**src/rtl/instr_mem_loadable.sv**
```systemverilog
// Loadable instruction memory: reset-time NOP sweep, streaming program load,
// and a registered, stall-aware byte-addressed fetch port with fault flags.
module instr_mem_loadable #(
    parameter int               DEPTH    = 64,
    parameter int               XLEN     = 32,
    parameter logic [XLEN-1:0]  NOP_WORD = 32'h0000_0013,
    localparam int              AW       = $clog2(DEPTH)
) (
    input  logic             clk,
    input  logic             rst_n,
    input  logic             load_start,
    input  logic             load_valid,
    input  logic [XLEN-1:0]  load_data,
    input  logic             load_last,
    output logic             load_ready,
    output logic [AW:0]      load_count,
    input  logic [31:0]      pc_in,
    input  logic             fetch_en,
    output logic [XLEN-1:0]  instr_out,
    output logic             instr_valid,
    output logic             misaligned,
    output logic             out_of_range,
    output logic             mem_ready
);

    localparam logic [AW:0]   FULL_COUNT = (AW+1)'(DEPTH);
    localparam logic [AW-1:0] LAST_INDEX = AW'(DEPTH - 1);
    localparam logic [31:0]   BYTE_LIMIT = 32'(4 * DEPTH);

    typedef enum logic [1:0] {
        ST_CLEAR = 2'd0,
        ST_RUN   = 2'd1,
        ST_LOAD  = 2'd2
    } state_t;

    state_t             state;
    logic [AW-1:0]      clr_ptr;
    logic [XLEN-1:0]    mem [DEPTH];

    logic               load_xfer;
    logic               mem_we;
    logic [AW-1:0]      mem_waddr;
    logic [XLEN-1:0]    mem_wdata;

    logic [AW-1:0]      fetch_index;
    logic               fetch_misaligned;
    logic               fetch_oor;
    logic               fetch_active;

    assign load_ready = (state == ST_LOAD) && (load_count < FULL_COUNT);
    assign mem_ready  = (state == ST_RUN);

    // A restart in the same cycle as a valid word discards that word.
    assign load_xfer = load_valid && load_ready && !load_start;

    assign fetch_index      = pc_in[AW+1:2];
    assign fetch_misaligned = (pc_in[1:0] != 2'b00);
    assign fetch_oor        = (pc_in >= BYTE_LIMIT);
    assign fetch_active     = (state == ST_RUN) && !load_start;

    // NOTE: every signal written in always_comb gets a default first so no latch is inferred.
    always_comb begin
        mem_we    = 1'b0;
        mem_waddr = '0;
        mem_wdata = NOP_WORD;
        if (state == ST_CLEAR) begin
            mem_we    = 1'b1;
            mem_waddr = clr_ptr;
        end else if (load_xfer) begin
            mem_we    = 1'b1;
            mem_waddr = load_count[AW-1:0];
            mem_wdata = load_data;
        end
    end

    // NOTE: the array has no reset; the CLEAR sweep initialises it instead, so it maps to RAM.
    always_ff @(posedge clk) begin
        if (mem_we) begin
            mem[mem_waddr] <= mem_wdata;
        end
    end

    // NOTE: sequential state uses non-blocking assignments so all flops update together.
    always_ff @(posedge clk or negedge rst_n) begin
        if (!rst_n) begin
            state      <= ST_CLEAR;
            clr_ptr    <= '0;
            load_count <= '0;
        end else begin
            case (state)
                ST_CLEAR: begin
                    clr_ptr <= clr_ptr + 1'b1;
                    if (clr_ptr == LAST_INDEX) begin
                        state <= ST_RUN;
                    end
                end
                ST_RUN: begin
                    if (load_start) begin
                        state      <= ST_LOAD;
                        load_count <= '0;
                    end
                end
                ST_LOAD: begin
                    if (load_start) begin
                        load_count <= '0;
                    end else if (load_xfer) begin
                        load_count <= load_count + 1'b1;
                        if (load_last || (load_count == FULL_COUNT - 1'b1)) begin
                            state <= ST_RUN;
                        end
                    end
                end
                default: begin
                    state <= ST_CLEAR;
                end
            endcase
        end
    end

    always_ff @(posedge clk or negedge rst_n) begin
        if (!rst_n) begin
            instr_out    <= NOP_WORD;
            instr_valid  <= 1'b0;
            misaligned   <= 1'b0;
            out_of_range <= 1'b0;
        end else if (fetch_active) begin
            if (fetch_en) begin
                instr_out    <= (fetch_misaligned || fetch_oor) ? NOP_WORD : mem[fetch_index];
                instr_valid  <= 1'b1;
                misaligned   <= fetch_misaligned;
                out_of_range <= fetch_oor;
            end
        end else begin
            instr_out    <= NOP_WORD;
            instr_valid  <= 1'b0;
            misaligned   <= 1'b0;
            out_of_range <= 1'b0;
        end
    end

endmodule

```
**config.mk**
```make
export PLATFORM = sky130hd
export DESIGN_NAME = instr_mem_loadable
export DESIGN_NICKNAME = d
export VERILOG_FILES = /design/src/rtl/instr_mem_loadable.sv
export SDC_FILE = /design/constraint.sdc
export NUM_CORES = 2
export LEC_CHECK = 0
export CORE_MARGIN = 4
export CORE_UTILIZATION = 50
export CTS_CLUSTER_SIZE = 30
export DETAILED_ROUTE_END_ITERATION = 10
export GPL_ROUTABILITY_DRIVEN = 0
export PLACE_DENSITY_LB_ADDON = 0.15
export SLEW_MARGIN = 20
export SYNTH_ARGS = -nofsm -noshare
export SYNTH_HDL_FRONTEND = slang
export SYNTH_SLANG_ARGS = --single-unit
```
**constraint.sdc**
```tcl
create_clock -name clk -period 3.2 [get_ports clk]
set_input_delay 0.48 -clock clk [delete_from_list [all_inputs] [get_ports clk]]
set_output_delay 0.48 -clock clk [all_outputs]
set_load 0.005 [all_outputs]
```
==> results.md <==
- Status: complete, no violations
- Max-slew violations: 0
- Nets: approximately 4300
- Top cells by area, synth: edfxtp_1, mux4_2, mux2i_1
- Crit path DAT: between 3 and 4 ns
- Final Hold Fails: 0
- Leakage: about 31 nW
- Synth Flop Type: edfxtp_1
- Die W: around 400 um
- Combinational power share: 11.0%
- CP max FO: 21
- GR Util All Layers: between 20% and 30%
- Vias per cell: just over 6
- Mapped Nets: approximately 3800
- Layout cells sized above 1: roughly 28%
- Critical path startpoint category: flip-flop
- Clk sink count: around 2100
- Most frequent cells in the layout: edfxtp_1, mux4_2, mux2i_1, clkbuf_16, buf_12
- Resized Gates After CTS: 0
- Worst EP required: around 3.7 ns
- Commonest non-fill, non-tap cell in the layout: edfxtp_1
- RSZ-0062 raised after global routing: no
- Largest area contributor in the netlist: edfxtp_1
- Final min period: 3.06 ns
- Core Rows: about 150
- Internal power: approximately 0.048 W
- Area share of the largest cell type after synthesis: 76.0%
- Antenna violations before repair: 3
- Worst r2r src: state[0]$_DFFE_PN0P_
- Reg2reg setup slack: around 0.14 ns
- Detailed-route via count: roughly 40000
- Total wire length: 204 mm
- Slowest stage cell, crit path: a2bb2oi_1
- Vias in the first global route: between 40000 and 50000
- Clock power frac: 37.3%
- Crit path from: state[0]$_DFFE_PN0P_
- Worst hold path class: in2async
- Number of max-cap violations: 0
- Crit share post-route: 95.5%
- DR iter-0 viols: a little under 5000
- Detailed Place HPWL: approximately 130 mm
- First-pass GRT wire length: between 200 and 300 mm
- CP Capture Type: flip-flop
- Worst VDD drop: 602 uV
- Worst-Skew Late Latency: slightly above 0.8 ns
- Power per cell area: around 660 nW/um^2
- TritonRoute pass-1 iters: 5
- Reg2reg end: mem[46][15]$_DFFE_PP_
- Mean Syn Cell Area: 21.8 sq um
- Finished Layout Cells: 6529
- Hold WS: between 0.2 and 0.3 ns
- Worst-Margin Slew: 0.954 ns
- CTS Buffer Depth: 3
- Post-synth EDFFs: ~2000
- H-tree levels: 4
- Relative slew margins: a little over a third
- Per-cell routed wire length: 31.3 um
- Antenna Nets Post-Route: 0
- Root buffer cell: clkbuf_16
- Switching part of the total: between 20% and 30%
- Largest net degree at the start of global routing: 65
- Crit path cell chain: nand4bb_1, nor4b_1, a2bb2oi_1, buf_4, nand2_1, buf_12, nor2_4, buf_12
- Post-placement cell count: between 6000 and 7000
- Crit-path max cell delay: 0.50 ns
- Sequential area share after synthesis: between 70 and 80%
- Synth Warn #: 0
- Critical Path Most Common Cell: buf_12
- Cells after Synth: around 3700
- Grt ovf: 0
- Max Clock Freq: around 330 MHz
- Worst R2R Path Depth: 8
- Clk slew on worst S/H paths: approximately 0.060 ns
- Post-synth ARST share: between 2 and 2.5%
- Critical Path Sink: mem[46][15]$_DFFE_PP_
- Switching pwr: roughly 0.015 W
- Mapped cell area: approximately 80000 sq um
- Yosys reg bits: ~2100
- Crit Path Category: reg2reg
- Die area: 168000 sq um
- Synth-to-layout area growth: 18.3%
- Initial Util: between 50% and 60%
- DRC: 0
- DIE HEIGHT: a little over 400 um
- Worst Skew: between 0.03 and 0.04 ns
- I/O Pins: 114
- Sequential share of power: around 52%
- TritonCTS Buffers: slightly above 200
- Core Box Area: about 160000 sq um
- Synth cell types: 60
- # port buffers: 113
- Final setup viols: 0
- CTS tree: yes
==> power groups by stage <==
stage | combinational [W] | sequential, W | clock (W)
floorplan | 0.00338 | 0.0330 | 0
global placement | 0.00699 | 0.0330 | 0
detailed placement | 0.00705 | 0.0331 | 0
CTS | 0.00706 | 0.0325 | 0.0238
global route | 0.00731 | 0.0326 | 0.0251
finish | 0.00694 | 0.0325 | 0.0234
==> cell usage after synthesis (15+ instances only) <==
| cell | instances |
|---|---|
| mux2_2 | 24 |
| clkbuf_1 | 60 |
| nor2b_1 | 23 |
| o21ai_1 | 31 |
| o32a_1 | 15 |
| buf_2 | 49 |
| buf_4 | 52 |
| dfrtp_1 | 47 |
| edfxtp_1 | 2048 |
| mux4_2 | 454 |
| nor4_1 | 21 |
| nand2_1 | 83 |
| mux2i_1 | 263 |
| o22ai_1 | 82 |
| a22oi_1 | 44 |
| and2_1 | 34 |
| nand3_1 | 33 |
| a211oi_1 | 17 |
| buf_6 | 26 |
| nor2_1 | 175 |
==> worst min path at each step <==
stage / from / endpoint / slack [ns] / cells past startpoint
final: rst_n / load_count[6]$_DFFE_PN0P_ / 0.28 / 2
after global routing: rst_n / load_count[6]$_DFFE_PN0P_ / 0.32 / 2
after CTS: rst_n / load_count[6]$_DFFE_PN0P_ / 0.28 / 2
after detailed placement: instr_out[19]$_DFFE_PN0P_ / instr_out[19]$_DFFE_PN0P_ / 0.49 / 2
after global placement: instr_out[10]$_DFFE_PN0P_ / instr_out[10]$_DFFE_PN0P_ / 0.47 / 2
after floorplan: rst_n / clr_ptr[0]$_DFFE_PN0P_ / 0.18 / 0
==> layer usage <==
layer	global-route usage [%]	wire length, um	up-vias
met5	0	0	-
met4	5.63	4140	0
met3	4.12	14800	229
met2	39.1	99300	1594
met1	36.2	86300	21200
li1	-	-	16600
==> layout make-up <==
class,count,area [sq um]
fillers,11400,65000
clock buffers,261,5400
diodes,1,2.50
inverters,1,3.75
repair buffers,473,6310
clock inverters,115,1080
well taps,2160,2700
flip-flops and latches,2098,62800
multi-input cells,1420,17500
==> flip-flops by register name, indices dropped and copies added (netlist names) <==
signal and count:
mem 2048, instr_out 32, misaligned 1, out_of_range 1
clr_ptr 6, load_count 7, instr_valid 1, state 2
==> per-stage QoR <==
stage / util [%] / setup slack [ns] / TNS (ns) / power (W) / instance area (sq um)
global placement: 55.5 / -0.227 / -85.61 / 0.0400 / 89300
CTS: 59.6 / 0.124 / 0 / 0.0634 / 95800
detailed placement: 55.5 / -0.220 / -86.52 / 0.0402 / 89300
floorplan: - / -0.259 / -256.83 / 0.0364 / 81000
global route: 59.6 / 0.0349 / 0 / 0.0650 / 95800
finish: 59.6 / 0.144 / 0 / 0.0629 / 95800
==> logic make-up after synthesis <==
logic type	Yosys count	synth area share [%]
AOI/OAI and AO/OA	249	2.13
xor gates and xnor gates	7	0.0757
adders and majority gates	2	0.0309
buffers and inverters	200	1.55
DFF	2098	77.5
muxes	741	16.2
and+or+nand+nor	421	2.48
==> critical path: cells and delay by family, from the launching register on <==
kind                   cells  cell delay, ns
buffers and inverters      3            0.62
and+or+nand+nor            4            1.10
AOI/OAI and AO/OA          1            0.50
DFF                        1            0.48
==> timing repair <==
item / 4_1_cts / 5_1_grt
hold buffers: 1 / 0
buffers inserted: 0 / 0
endpoints found under the hold margin: 47 / 0
No activity file was read; power rests on OpenSTA's default activity.
